File: src/rtl/pic_ack_sequencer.sv
// Purpose : PIC acknowledge sequencer - owns ISR and rotation pointer, raises INT, runs the two-pulse INTA cycle, executes EOI/rotate commands.
// Latency : int_out 1 cycle after a nonzero winner; ISR set / clear_irr on the first INTA fall edge; vector driven on the second.
// Backpressure: none - the CPU paces the sequence through inta_n; EOI strobes are always accepted. Optional macro PIC_AUTO_EOI_EN adds auto-EOI.
module pic_ack_sequencer #(
   parameter int         NUM_IR         = 8,
   parameter logic [2:0] SPURIOUS_LEVEL = 3'd7
) (
   input  logic              clk,
   input  logic              rst_n,
   input  logic [NUM_IR-1:0] interrupt_from_priorty_resolver,
   input  logic              inta_n,
   input  logic [4:0]        vector_base,
   input  logic              eoi_valid,
   input  logic [2:0]        eoi_type,
   input  logic [2:0]        eoi_level,
`ifdef PIC_AUTO_EOI_EN
   input  logic              aeoi_mode,
   input  logic              rotate_aeoi,
`endif
   output logic              int_out,
   output logic [NUM_IR-1:0] in_service_register,
   output logic [2:0]        rotate,
   output logic [NUM_IR-1:0] clear_irr,
   output logic [7:0]        data_out,
   output logic              data_oe
);

   // Acknowledge sequencer states
   localparam logic [1:0] S_IDLE = 2'd0;  // waiting for a winner
   localparam logic [1:0] S_PEND = 2'd1;  // INT raised, waiting for first INTA
   localparam logic [1:0] S_ACK1 = 2'd2;  // level latched, waiting for second INTA
   localparam logic [1:0] S_ACK2 = 2'd3;  // vector on the bus until INTA rises

   // EOI command encodings {R,SL,EOI}
   localparam logic [2:0] CMD_NS_EOI     = 3'b001;
   localparam logic [2:0] CMD_S_EOI      = 3'b011;
   localparam logic [2:0] CMD_ROT_NS_EOI = 3'b101;
   localparam logic [2:0] CMD_ROT_S_EOI  = 3'b111;
   localparam logic [2:0] CMD_SET_PRI    = 3'b110;

   logic [1:0]        r_state;
   logic              r_int;
   logic [NUM_IR-1:0] r_isr;
   logic [2:0]        r_rotate;
   logic [NUM_IR-1:0] r_clear_irr;
   logic [7:0]        r_data;
   logic              r_data_oe;
   logic              r_inta_prev;
   logic [2:0]        r_level;
`ifdef PIC_AUTO_EOI_EN
   logic              r_spurious;
`endif

   logic              w_fall;
   logic              w_rise;
   logic              w_win_any;
   logic [2:0]        w_win_level;
   logic              w_ns_found;
   logic [2:0]        w_ns_level;
   logic              w_cmd_ns;
   logic              w_cmd_sp;
   logic              w_cmd_rot;
   logic              w_cmd_setpri;
   logic              w_ack_take;
   logic              w_ack_done;
   logic [NUM_IR-1:0] w_isr_set;
   logic [NUM_IR-1:0] w_isr_clr;
   logic [NUM_IR-1:0] w_isr_nxt;
   logic [2:0]        w_rotate_nxt;

   // INTA edges relative to the previous-cycle sample of inta_n
   assign w_fall = r_inta_prev & ~inta_n;
   assign w_rise = ~r_inta_prev & inta_n;

   assign w_win_any = |interrupt_from_priorty_resolver;

   // One-hot winner to level index; the resolver guarantees at most one bit
   always_comb begin
      w_win_level = 3'd0;
      for (int i = 0; i < NUM_IR; i++) begin
         if (interrupt_from_priorty_resolver[i]) begin
            w_win_level = 3'(i);
         end
      end
   end

   // Highest-priority in-service level: scan rotate+1, rotate+2, ... using the pre-update ISR
   always_comb begin
      logic [2:0] idx;
      w_ns_found = 1'b0;
      w_ns_level = 3'd0;
      idx        = 3'd0;
      for (int k = 1; k <= NUM_IR; k++) begin
         idx = r_rotate + 3'(k);
         if (!w_ns_found && r_isr[idx]) begin
            w_ns_found = 1'b1;
            w_ns_level = idx;
         end
      end
   end

   // Command decode: non-specific, specific, rotate flag and set-priority
   assign w_cmd_ns     = eoi_valid && ((eoi_type == CMD_NS_EOI) || (eoi_type == CMD_ROT_NS_EOI));
   assign w_cmd_sp     = eoi_valid && ((eoi_type == CMD_S_EOI)  || (eoi_type == CMD_ROT_S_EOI));
   assign w_cmd_rot    = eoi_type[2];
   assign w_cmd_setpri = eoi_valid && (eoi_type == CMD_SET_PRI);

   // First INTA fall with a live winner records the level; ACK2 rise ends the cycle
   assign w_ack_take = (r_state == S_PEND) && w_fall && w_win_any;
   assign w_ack_done = (r_state == S_ACK2) && w_rise;

   // ISR set and clear masks; set is OR'ed last so it wins over a same-bit clear
   always_comb begin
      w_isr_set = '0;
      w_isr_clr = '0;
      if (w_ack_take) begin
         w_isr_set[w_win_level] = 1'b1;
      end
      if (w_cmd_ns && w_ns_found) begin
         w_isr_clr[w_ns_level] = 1'b1;
      end
      if (w_cmd_sp) begin
         w_isr_clr[eoi_level] = 1'b1;
      end
`ifdef PIC_AUTO_EOI_EN
      if (w_ack_done && aeoi_mode && !r_spurious) begin
         w_isr_clr[r_level] = 1'b1;
      end
`endif
      w_isr_nxt = (r_isr & ~w_isr_clr) | w_isr_set;
   end

   // Next rotation pointer: rotate-on-EOI variants, set priority, then auto-EOI rotation
   always_comb begin
      w_rotate_nxt = r_rotate;
      if (w_cmd_ns && w_cmd_rot && w_ns_found) begin
         w_rotate_nxt = w_ns_level;
      end
      if (w_cmd_sp && w_cmd_rot) begin
         w_rotate_nxt = eoi_level;
      end
      if (w_cmd_setpri) begin
         w_rotate_nxt = eoi_level;
      end
`ifdef PIC_AUTO_EOI_EN
      if (w_ack_done && aeoi_mode && rotate_aeoi && !r_spurious) begin
         w_rotate_nxt = r_level;
      end
`endif
   end

   // ISR and rotation pointer registers; EOI commands act in every FSM state
   always_ff @(posedge clk) begin
      if (!rst_n) begin
         r_isr    <= '0;
         r_rotate <= 3'b111;
      end else begin
         r_isr    <= w_isr_nxt;
         r_rotate <= w_rotate_nxt;
      end
   end

   // Acknowledge FSM, INT output, IRR clear pulse and vector drive
   always_ff @(posedge clk) begin
      if (!rst_n) begin
         r_state     <= S_IDLE;
         r_int       <= 1'b0;
         r_clear_irr <= '0;
         r_data      <= 8'd0;
         r_data_oe   <= 1'b0;
         r_inta_prev <= 1'b1;
         r_level     <= 3'd0;
`ifdef PIC_AUTO_EOI_EN
         r_spurious  <= 1'b0;
`endif
      end else begin
         r_inta_prev <= inta_n;
         r_clear_irr <= '0;
         case (r_state)
            S_IDLE: begin
               if (w_win_any) begin
                  r_int   <= 1'b1;
                  r_state <= S_PEND;
               end
            end
            S_PEND: begin
               if (w_fall) begin
                  // A winner gone by the first INTA is reported as spurious
                  r_int   <= 1'b0;
                  r_state <= S_ACK1;
                  if (w_win_any) begin
                     r_level                  <= w_win_level;
                     r_clear_irr[w_win_level] <= 1'b1;
                  end else begin
                     r_level <= SPURIOUS_LEVEL;
                  end
`ifdef PIC_AUTO_EOI_EN
                  r_spurious <= !w_win_any;
`endif
               end else if (!w_win_any) begin
                  r_int   <= 1'b0;
                  r_state <= S_IDLE;
               end
            end
            S_ACK1: begin
               if (w_fall) begin
                  r_data    <= {vector_base, r_level};
                  r_data_oe <= 1'b1;
                  r_state   <= S_ACK2;
               end
            end
            S_ACK2: begin
               if (w_rise) begin
                  r_data_oe <= 1'b0;
                  r_state   <= S_IDLE;
               end
            end
            default: begin
               r_state <= S_IDLE;
            end
         endcase
      end
   end

   assign int_out             = r_int;
   assign in_service_register = r_isr;
   assign rotate              = r_rotate;
   assign clear_irr           = r_clear_irr;
   assign data_out            = r_data;
   assign data_oe             = r_data_oe;

endmodule

File: config.mk
export PLATFORM = sky130hd
export DESIGN_NAME = pic_ack_sequencer
export DESIGN_NICKNAME = d
export VERILOG_FILES = /design/src/rtl/pic_ack_sequencer.sv
export SDC_FILE = /design/constraint.sdc
export NUM_CORES = 1
export LEC_CHECK = 0
export CORE_MARGIN = 8
export CORE_UTILIZATION = 40
export DETAILED_ROUTE_END_ITERATION = 10
export PLACE_DENSITY = 0.64
export SYNTH_ARGS = -nofsm -noshare
export SYNTH_HDL_FRONTEND = slang
export SYNTH_SLANG_ARGS = --single-unit
File: constraint.sdc
create_clock -name clk -period 5.9 [get_ports clk]
set_input_delay 0.59 -clock clk [delete_from_list [all_inputs] [get_ports clk]]
set_output_delay 0.59 -clock clk [all_outputs]
set_load 0.005 [all_outputs]
==> results of run 1 <==
[metrics by stage]
step	setup slack, ps	instance area, sq um
after floorplan	2670	2600
after global placement	1840	3080
after detailed placement	1780	3080
after CTS	1740	3170
after global routing	1420	3170
final	1730	3170
[worst max path at each step]
stage	startpoint	to	depth (start not counted)
4_1_cts	rotate[0]$_SDFFE_PN1P_	in_service_register[5]$_SDFF_PN0_	10
6_report	rotate[0]$_SDFFE_PN1P_	in_service_register[5]$_SDFF_PN0_	10
2_1_floorplan	rotate[1]$_SDFFE_PN1P_	in_service_register[3]$_SDFF_PN0_	13
5_1_grt	rotate[0]$_SDFFE_PN1P_	rotate[1]$_SDFFE_PN1P_	10
3_5_place_dp	rotate[0]$_SDFFE_PN1P_	in_service_register[3]$_SDFF_PN0_	10
3_3_place_gp	rotate[0]$_SDFFE_PN1P_	rotate[1]$_SDFFE_PN1P_	10
[worst max-delay path, delay by kind of cell (launching register included)]
family | cells | cell delay (ps)
compound gates | 4 | 880
fa+ha+maj | 1 | 750
buf+inv | 1 | 270
flops | 1 | 810
mux | 2 | 700
simple gates | 2 | 610
[Yosys cell counts, types with 3 or more instances]
library cell and count:
nor2b_1 5, o21ai_0 14, nor3_1 5, inv_1 19, buf_6 4, mux2i_1 17, mux4_1 8, a31oi_1 19
mux2_2 5, a21oi_1 18, nor2_1 30, and2_1 3, or2_2 3, clkbuf_1 3, mux4_2 6, nand2_1 22
nand4_1 4, dfxtp_1 35, nand3_1 6
[power by group through the flow]
stage	logic, uW	clock network (uW)	registers (uW)
global route	154	187	262
global placement	138	0	265
CTS	139	177	260
finish	140	173	260
floorplan	107	0	258
detailed placement	138	0	265
[cells in the final DEF, fill, tap and decap left out, types with 8 or more instances in the layout]
| master | netlist | final |
|---|---|---|
| inv_1 | 19 | 19 |
| mux2i_1 | 17 | 17 |
| o21ai_0 | 14 | 14 |
| nor2_1 | 30 | 30 |
| a21oi_1 | 18 | 18 |
| a31oi_1 | 19 | 19 |
| nand2_1 | 22 | 22 |
| mux4_1 | 8 | 8 |
| dfxtp_1 | 35 | 35 |
| clkdlybuf4s50_1 | 0 | 51 |
[flip-flops by register name (all words and copies together) (netlist names), named ones only]
| signal | cells |
|---|---|
| r_level | 3 |
| clear_irr | 8 |
| int_out | 1 |
| r_state | 1 |
| in_service_register | 8 |
| data_out | 8 |
| r_inta_prev | 1 |
| data_oe | 1 |
| rotate | 3 |
[metal layers]
layer  track usage (%)  share of wire [%]
met5                 0                  0
met4              5.09                2.5
met3              4.20                6.6
met2              24.1                 47
met1              18.2                 44
[final cells by class]
type	instances	area, sq um	share of cell area [%]
Clock inverter	1	5.00	0.158
Timing Repair Buffer	52	518	16.3
Sequential cell	35	701	22.1
Tap cell	77	96.3	3.04
Clock buffer	6	82.6	2.61
Inverter	19	71.3	2.25
Multi-Input combinational cell	219	1700	53.5
[cells by family (layout without fill, tap and decap cells)]
group,after synthesis,count (layout),share of synthesized area [%]
AO/OA/AOI/OAI,79,79,20.4
XOR/XNOR,3,3,1.01
adder cells (fa/ha/maj),2,2,0.962
buffers and inverters,32,78,7.89
flip-flops,35,35,26.9
multiplexers,38,38,23.4
AND/OR/NAND/NOR,97,97,19.3
==> out/results.ini, run 1 <==
[die]
core_sq_um = 6310
num_rows = 29
start_util_pct = 41.2
io_pins = 52
die_height_um = 96.6
die_x_um = 96.6
dieArea_sq_um = 9340

[worst_setup_path]
r2r_slack_ps = 1730
start_kind = register
worst_ep_arrival_time_ps = 4320
worstPathMaxFanout = 20
reg2reg_depth = 10
end_kind = register
reg2reg_from = rotate[0]$_SDFFE_PN1P_
critical_path_required_ps = 6050
slowest_stage = dfxtp_1
r2r_end = in_service_register[5]$_SDFF_PN0_
path_class = reg2reg
slowest_delay_ps = 810
crit_chain = inv_1 -> ha_1 -> mux2i_1 -> mux4_2 -> a32o_2 -> and3_4 -> a211o_1 -> or3_4 -> a21boi_1 -> a31oi_1

[drt]
drc = 0
wl_per_cell_um = 17.2
postRouteAntennaNets = 0
wirelength_mm = 7.02
vias = 2382
drtIter0Drc = 100
avgViaCountPerCell = 5.82
dr.pass1.iters = 4

[worst_hold_path]
holdCritStartpoint = r_inta_prev$_SDFF_PN1_
hold_path.class = reg2reg
hold_depth = 2

[final_layout]
diodes = 0
final_cells = 409
final_layout_size_suffix_gt1_share_pct = 11.1
syn2layout_area_growth_pct = 21.8
finalNetCount = 357
n_fill_cell = 637
finish.utilization_pct = 50.2

[power]
total_power_uw = 572
power.internal_uw = 408
power_frac_clock_pct = 30.2
p_sw_share_pct = 28.7
power_leakage_uw = 0.00122
seqPwrFrac_pct = 45.5
irDropWorstVdd_uv = 217
power_frac_comb_pct = 24.4
p_sw_uw = 164
p_per_area_nw_per_um2 = 181

[clock_tree]
clkSinkCount = 35
cts_resized = 0
htreeDepth = 2
cts_setup_buffers = 0
hold_buffers = 0
cts_buffer_depth = 2
ctsRootBufferMaster = clkbuf_8
clkSlewWorstSetupHoldPaths_ps = 70
clock_latency_ps = 280
cts_tree = done
numCtsBuffers = 5

[global_route]
grt_pass1_wl_mm = 11.8
grt_pass1_vias = 2385
antenna_found_initial = 0
gr-usage-all-layers_pct = 14.8
grt_max_degree = 23
overflow = 0

[synthesis]
netlist_instances = 286
netlist.area_leader.share_pct = 26.9
synthesis.nets = 311
synth_edf_count = 0
synth-seq-cells = 35
syn_area_sq_um = 2600
ys_seq_area_share_pct = 26.9
yosys_warnings = 0
yosysTopAreaCell = dfxtp_1
yosys-top-cells-area = dfxtp_1 (27%), mux4_1 (8.1%), mux2i_1 (6.5%)
async_reset_ff_share_pct = 0
synthFlopType = dfxtp_1
synthDistinctLibCells = 65
syn_area_per_cell_sq_um = 9.10

[placed_design]
dpl.cell_count = 402
io_buffers = 51
place_congestion = 0.872
hpwl_mm = 5.34

[sta]
worst_slew_pin_slew_ps = 872
period_minus_slack_ps = 4170
fin_crit_sh_pct = 70.6
fin_skew_ps = 4.65
setup_viol = 0
rsz0062_at_grt = no
hold_slack_ps = 478
setup_tns_ps = 0
finalHoldViolations = 0
slew_headroom_pct = 41.6
fmax_mhz = 240
slew_violations = 0

[outcome]
outcome = finished, final reports clean

[job]
cap_violations = 0

Note: power is estimated with default switching activity, not from simulation.
==> run 2: changes to the inputs <==
==> constraint.sdc (replaced) <==
create_clock -name clk -period 4.4 [get_ports clk]
set_input_delay 0.44 -clock clk [delete_from_list [all_inputs] [get_ports clk]]
set_output_delay 0.44 -clock clk [all_outputs]
set_load 0.005 [all_outputs]
==> run 2 against run 1 <==
  * Sequential share of layout area fell by 0.061 points
  * Cell count is 0.73% higher
  * Maximum frequency rose by 21%
  * Die area unchanged
  * Clock-buffer cell count up 1
  * Largest cell class unchanged
  * Combinational power grew 39%
  * Register-to-register slack worse by 780 ps
  * Cell area increased by 0.28%
==> out/results.ini, run 2 (synthesis gave the netlist of run 1 again) <==
[sta]
period_minus_slack_ps = 3440  ; -724 ps
finalHoldViolations = 0  ; unchanged
setup_viol = 0  ; unchanged
slew_violations = 0  ; unchanged
worst_slew_pin_slew_ps = 865  ; -6.94 ps
setup_tns_ps = 0  ; unchanged
fin_skew_ps = 6.20  ; +1.55 ps
slew_headroom_pct = 42.1  ; +0.46 points
fin_crit_sh_pct = 78.2  ; +7.6 points
fmax_mhz = 291  ; +21%
rsz0062_at_grt = no

[clock_tree]
clkSinkCount = 35  ; unchanged
htreeDepth = 2  ; unchanged
cts_buffer_depth = 2  ; unchanged
cts_tree = done
ctsRootBufferMaster = clkbuf_8
clock_latency_ps = 280  ; about the same
cts_resized = 0  ; unchanged
clkSlewWorstSetupHoldPaths_ps = 70  ; about the same
numCtsBuffers = 5  ; unchanged
cts_setup_buffers = 0  ; unchanged
hold_buffers = 0  ; unchanged

[worst_setup_path]
end_kind = register
reg2reg_from = rotate[0]$_SDFFE_PN1P_
critical_path_required_ps = 4570  ; -1480 ps
start_kind = register
worst_ep_arrival_time_ps = 3610  ; -710 ps
cp-startpoint = rotate[0]$_SDFFE_PN1P_
path_class = reg2reg
worstPathMaxFanout = 16  ; -20%

[drt]
avgViaCountPerCell = 5.74  ; -1.4%
drtIter0Drc = 104  ; +4.0%
drc = 0  ; unchanged
postRouteAntennaNets = 0  ; unchanged
dr.pass1.iters = 4  ; unchanged
wl_per_cell_um = 16.9  ; -1.4%
wirelength_mm = 6.97  ; -0.66%
vias = 2366  ; -0.67%

[worst_hold_path]
holdCritStartpoint = r_inta_prev$_SDFF_PN1_
hold_path.class = reg2reg

[die]
dieArea_sq_um = 9340  ; unchanged
core_sq_um = 6310  ; unchanged
num_rows = 29  ; unchanged
start_util_pct = 41.2  ; unchanged
io_pins = 52  ; unchanged
die_x_um = 96.6  ; unchanged
die_height_um = 96.6  ; unchanged

[final_layout]
diodes = 0  ; unchanged
finish.utilization_pct = 50.3  ; +0.14 points
finalNetCount = 359  ; +0.56%
syn2layout_area_growth_pct = 22.2
mostFrequentLayoutCell = clkdlybuf4s50_1
final_cells = 412  ; +0.73%
final_layout_size_suffix_gt1_share_pct = 11.3  ; +0.20 points
final_cell_mix = clkdlybuf4s50_1 (51), dfxtp_1 (35), nor2_1 (30)
n_fill_cell = 609  ; -4.4%

[global_route]
use_met2_pct = 23.7  ; -0.36 points
gr-usage-all-layers_pct = 14.7  ; -0.15 points
overflow = 0  ; unchanged
antenna_found_initial = 0  ; unchanged
grt_pass1_vias = 2347  ; -1.6%
met3_usage_pct = 2.92  ; -1.3 points
busiest_layer = met2
grt_max_degree = 20  ; -13%
grt_pass1_wl_mm = 11.9  ; +0.76%
grt_util_met1_pct = 19.0  ; +0.87 points

[power]
power_leakage_uw = 0.00122  ; +0.31%
p_per_area_nw_per_um2 = 238  ; +32%
irDropWorstVdd_uv = 244  ; +12%

[outcome]
outcome = finished, final reports clean

[placed_design]
io_buffers = 51  ; unchanged
place_congestion = 0.889  ; +1.9%
hpwl_mm = 5.26  ; -1.4%
dpl.cell_count = 404  ; +0.50%

[job]
cap_violations = 0  ; unchanged

==> run 2: area by class of cell <==
| cell class | instances | area, sq um | share of cell area [%] |
|---|---|---|---|
| clock buffers | 7 | 76.3 | 2.40 |
| clock inverters | 1 | 5.00 | 0.157 |
| inverters | 19 | 71.3 | 2.24 |
| multi-input cells | 219 | 1700 | 53.3 |
| flip-flops and latches | 35 | 701 | 22.0 |
| well taps | 77 | 96.3 | 3.03 |
| repair buffers | 54 | 533 | 16.8 |
==> run 2: metal layers <==
metal,part of all wire [%],up-vias,routed length [um]
met5,0,-,0
met4,0.83,0,58
met3,4.5,4,313
met2,49,58,3390
met1,46,1130,3210
li1,-,1174,-
==> run 2: report_power, final <==
| group | internal [uW] | total [uW] | leakage, uW | switching [uW] |
|---|---|---|---|---|
| Sequential | 329 | 343 | 0.000284 | 13.9 |
| Combinational | 97.1 | 195 | 0.000895 | 98.2 |
| Clock | 111 | 217 | 0.0000422 | 106 |
==> run 2: through the flow <==
step / power, uW / hold WS, ps / instance area (sq um) / worst slack [ps]
after floorplan: 489 / 453 / 2600 / 1170
after global placement: 543 / 464 / 3100 / 1080
after detailed placement: 543 / 480 / 3100 / 1020
after CTS: 760 / 489 / 3180 / 994
after global routing: 802 / 529 / 3180 / 723
final: 755 / 489 / 3180 / 958
==> run 2: path summary, 6_finish.rpt <==
check                      endpoint  slack [ps]  depth (start not counted)
max reg2reg  rotate[1]$_SDFFE_PN1P_         960                         10
max          rotate[1]$_SDFFE_PN1P_         960                         10
min                        register         490                          2
min reg2reg                register         490                          2
==> run 2: critical path: stages (launching register included) <==
cell and delay (ps):
dfxtp_1 330, inv_1 110, ha_1 690, mux2i_1 180, mux4_2 500, a32o_2 280, and3_4 210, a311oi_1 470
a21oi_1 200, a221oi_1 280, nand2_1 80
==> run 3: changes to the inputs <==
==> constraint.sdc (replaced) <==
create_clock -name clk -period 3.5 [get_ports clk]
set_input_delay 0.35 -clock clk [delete_from_list [all_inputs] [get_ports clk]]
set_output_delay 0.35 -clock clk [all_outputs]
set_load 0.005 [all_outputs]
==> run 3 against run 2 <==
  * Largest power group unchanged
  * Cell count grew 0.73%
  * Sequential cell count unchanged
  * Cell area is 1.1% higher
  * Sequential power increased by 25%
  * Combinational power grew 29%
  * Critical path depth unchanged
  * Global-route usage shrank 0.22 points
  * Hold slack got worse by 3.1 ps
  * Die area did not move
  * First-iteration DRC count decreased by 18%
  * Via count down 0.13%
==> out/results.ini, run 3 (synthesis gave the netlist of run 1 again) <==
[outcome]
outcome = finished, final reports clean

[die]
num_rows = 29  ; unchanged
die_height_um = 96.6  ; unchanged
io_pins = 52  ; unchanged
core_sq_um = 6310  ; unchanged
die_x_um = 96.6  ; unchanged
dieArea_sq_um = 9340  ; unchanged
start_util_pct = 41.2  ; unchanged

[job]
cap_violations = 0  ; unchanged

[final_layout]
final_cell_mix = clkdlybuf4s50_1 (51), dfxtp_1 (35), nor2_1 (30)
diodes = 0  ; unchanged
multiInputGateArea_sq_um = 1700  ; unchanged
mostFrequentLayoutCell = clkdlybuf4s50_1
syn2layout_area_growth_pct = 23.6
finish.utilization_pct = 50.9  ; +0.57 points
final_layout_size_suffix_gt1_share_pct = 12.7  ; +1.4 points
finalNetCount = 363  ; +1.1%
n_fill_cell = 607  ; -0.33%
ff_latch_area_sq_um = 701  ; unchanged

[global_route]
gr-usage-all-layers_pct = 14.4  ; -0.22 points
overflow = 0  ; unchanged
grt_pass1_vias = 2264  ; -3.5%
grt_max_degree = 23  ; +15%
grt_pass1_wl_mm = 11.5  ; -2.7%
antenna_found_initial = 0  ; unchanged

[worst_setup_path]
critical_path_required_ps = 3700  ; -870 ps
end_kind = register
crit_chain = inv_1 -> ha_1 -> mux4_1 -> or2_1 -> nor2_4 -> and3_4 -> a2111oi_2 -> a311oi_2 -> and3b_1 -> a31oi_1
slowest_stage = ha_1
worst_path_dominant_cell_family = simple AND/OR/NAND/NOR gates
worstPathMaxFanout = 10  ; -6
path_class = reg2reg
reg2reg_from = rotate[1]$_SDFFE_PN1P_
cp-startpoint = rotate[1]$_SDFFE_PN1P_
start_kind = register
worst_ep_arrival_time_ps = 3400  ; -210 ps
slowest_delay_ps = 530  ; -160 ps
cp_num_buf_inv = 1  ; unchanged

[drt]
wirelength_mm = 7.09  ; +1.7%
drc = 0  ; unchanged
drtIter0Drc = 85  ; -18%
wl_per_cell_um = 17.1  ; +0.97%
dr.pass1.iters = 4  ; unchanged
avgViaCountPerCell = 5.69  ; -0.85%
postRouteAntennaNets = 0  ; unchanged
vias = 2363  ; -0.13%

[power]
irDropWorstVdd_uv = 305  ; +25%
power_leakage_uw = 0.00125  ; +2.1%
p_per_area_nw_per_um2 = 302  ; +27%

[clock_tree]
clock_latency_ps = 280  ; about the same
cts_resized = 0  ; unchanged
ctsRootBufferMaster = clkbuf_8
clkSlewWorstSetupHoldPaths_ps = 70  ; about the same
cts_buffer_depth = 2  ; unchanged
cts_tree = done
cts_setup_buffers = 0  ; unchanged
clkSinkCount = 35  ; unchanged
htreeDepth = 2  ; unchanged
numCtsBuffers = 5  ; unchanged
hold_buffers = 0  ; unchanged

[sta]
fmax_mhz = 313  ; +7.6%
setup_viol = 0  ; unchanged
slew_violations = 0  ; unchanged
fin_crit_sh_pct = 91.4  ; +13 points
period_minus_slack_ps = 3200  ; -244 ps
worst_slew_pin_slew_ps = 897  ; +31.7 ps
setup_tns_ps = 0  ; unchanged
rsz0062_at_grt = no
fin_skew_ps = 7.21  ; +1.01 ps
slew_headroom_pct = 40.0  ; -2.1 points
finalHoldViolations = 0  ; unchanged

[placed_design]
place_congestion = 0.861  ; -3.1%
hpwl_mm = 5.47  ; +3.9%
io_buffers = 51  ; unchanged

[worst_hold_path]
holdCritStartpoint = r_inta_prev$_SDFF_PN1_
hold_path.class = reg2reg

==> run 3: metrics by stage <==
| step | power, uW | instances | hold slack (ps) | cell area (sq um) | setup slack, ps |
|---|---|---|---|---|---|
| global route | 1020 | 415 | 519 | 3210 | 110 |
| CTS | 981 | 415 | 485 | 3210 | 312 |
| finish | 972 | 415 | 486 | 3210 | 302 |
| floorplan | 614 | 286 | 448 | 2600 | 267 |
| global placement | 689 | 408 | 468 | 3130 | 330 |
| detailed placement | 689 | 408 | 486 | 3130 | 328 |
==> run 3: worst paths after layout <==
kind	end	slack (ps)	cells after the start
max	in_service_register[3]$_SDFF_PN0_	300	10
min	register	490	2
max reg2reg	in_service_register[3]$_SDFF_PN0_	300	10
min reg2reg	register	490	2
==> run 3: power by group <==
part / total (uW) / switching (uW) / internal (uW)
Clock: 290 / 136 / 154
Combinational: 252 / 126 / 126
Sequential: 429 / 15.9 / 414
==> run 3: area by class of cell <==
class / instances / area share (%)
multi-input combinational: 219 / 52.7
clock buffer: 6 / 2.57
tap: 77 / 3.00
inverter: 19 / 2.22
clock inverter: 1 / 0.156
timing repair buffer: 58 / 17.5
sequential: 35 / 21.8
==> run 3: metal layers <==
| metal | share of wire (%) | vias up | GRT usage, % | routed length (um) |
|---|---|---|---|---|
| li1 | - | 1185 | - | - |
| met5 | 0 | - | 0 | 0 |
| met3 | 4.9 | 8 | 3.41 | 350 |
| met4 | 1.2 | 0 | 4.14 | 85 |
| met1 | 45 | 1110 | 17.3 | 3160 |
| met2 | 49 | 60 | 24.8 | 3490 |
==> run 3: worst register-to-register path: cells and delay by family, from the launching register on <==
family	cells	cell delay [ps]
AO/OA/AOI/OAI	3	660
adder cells (fa/ha/maj)	1	530
buffers and inverters	1	70
flip-flops	1	330
multiplexers	1	500
AND/OR/NAND/NOR	4	1030
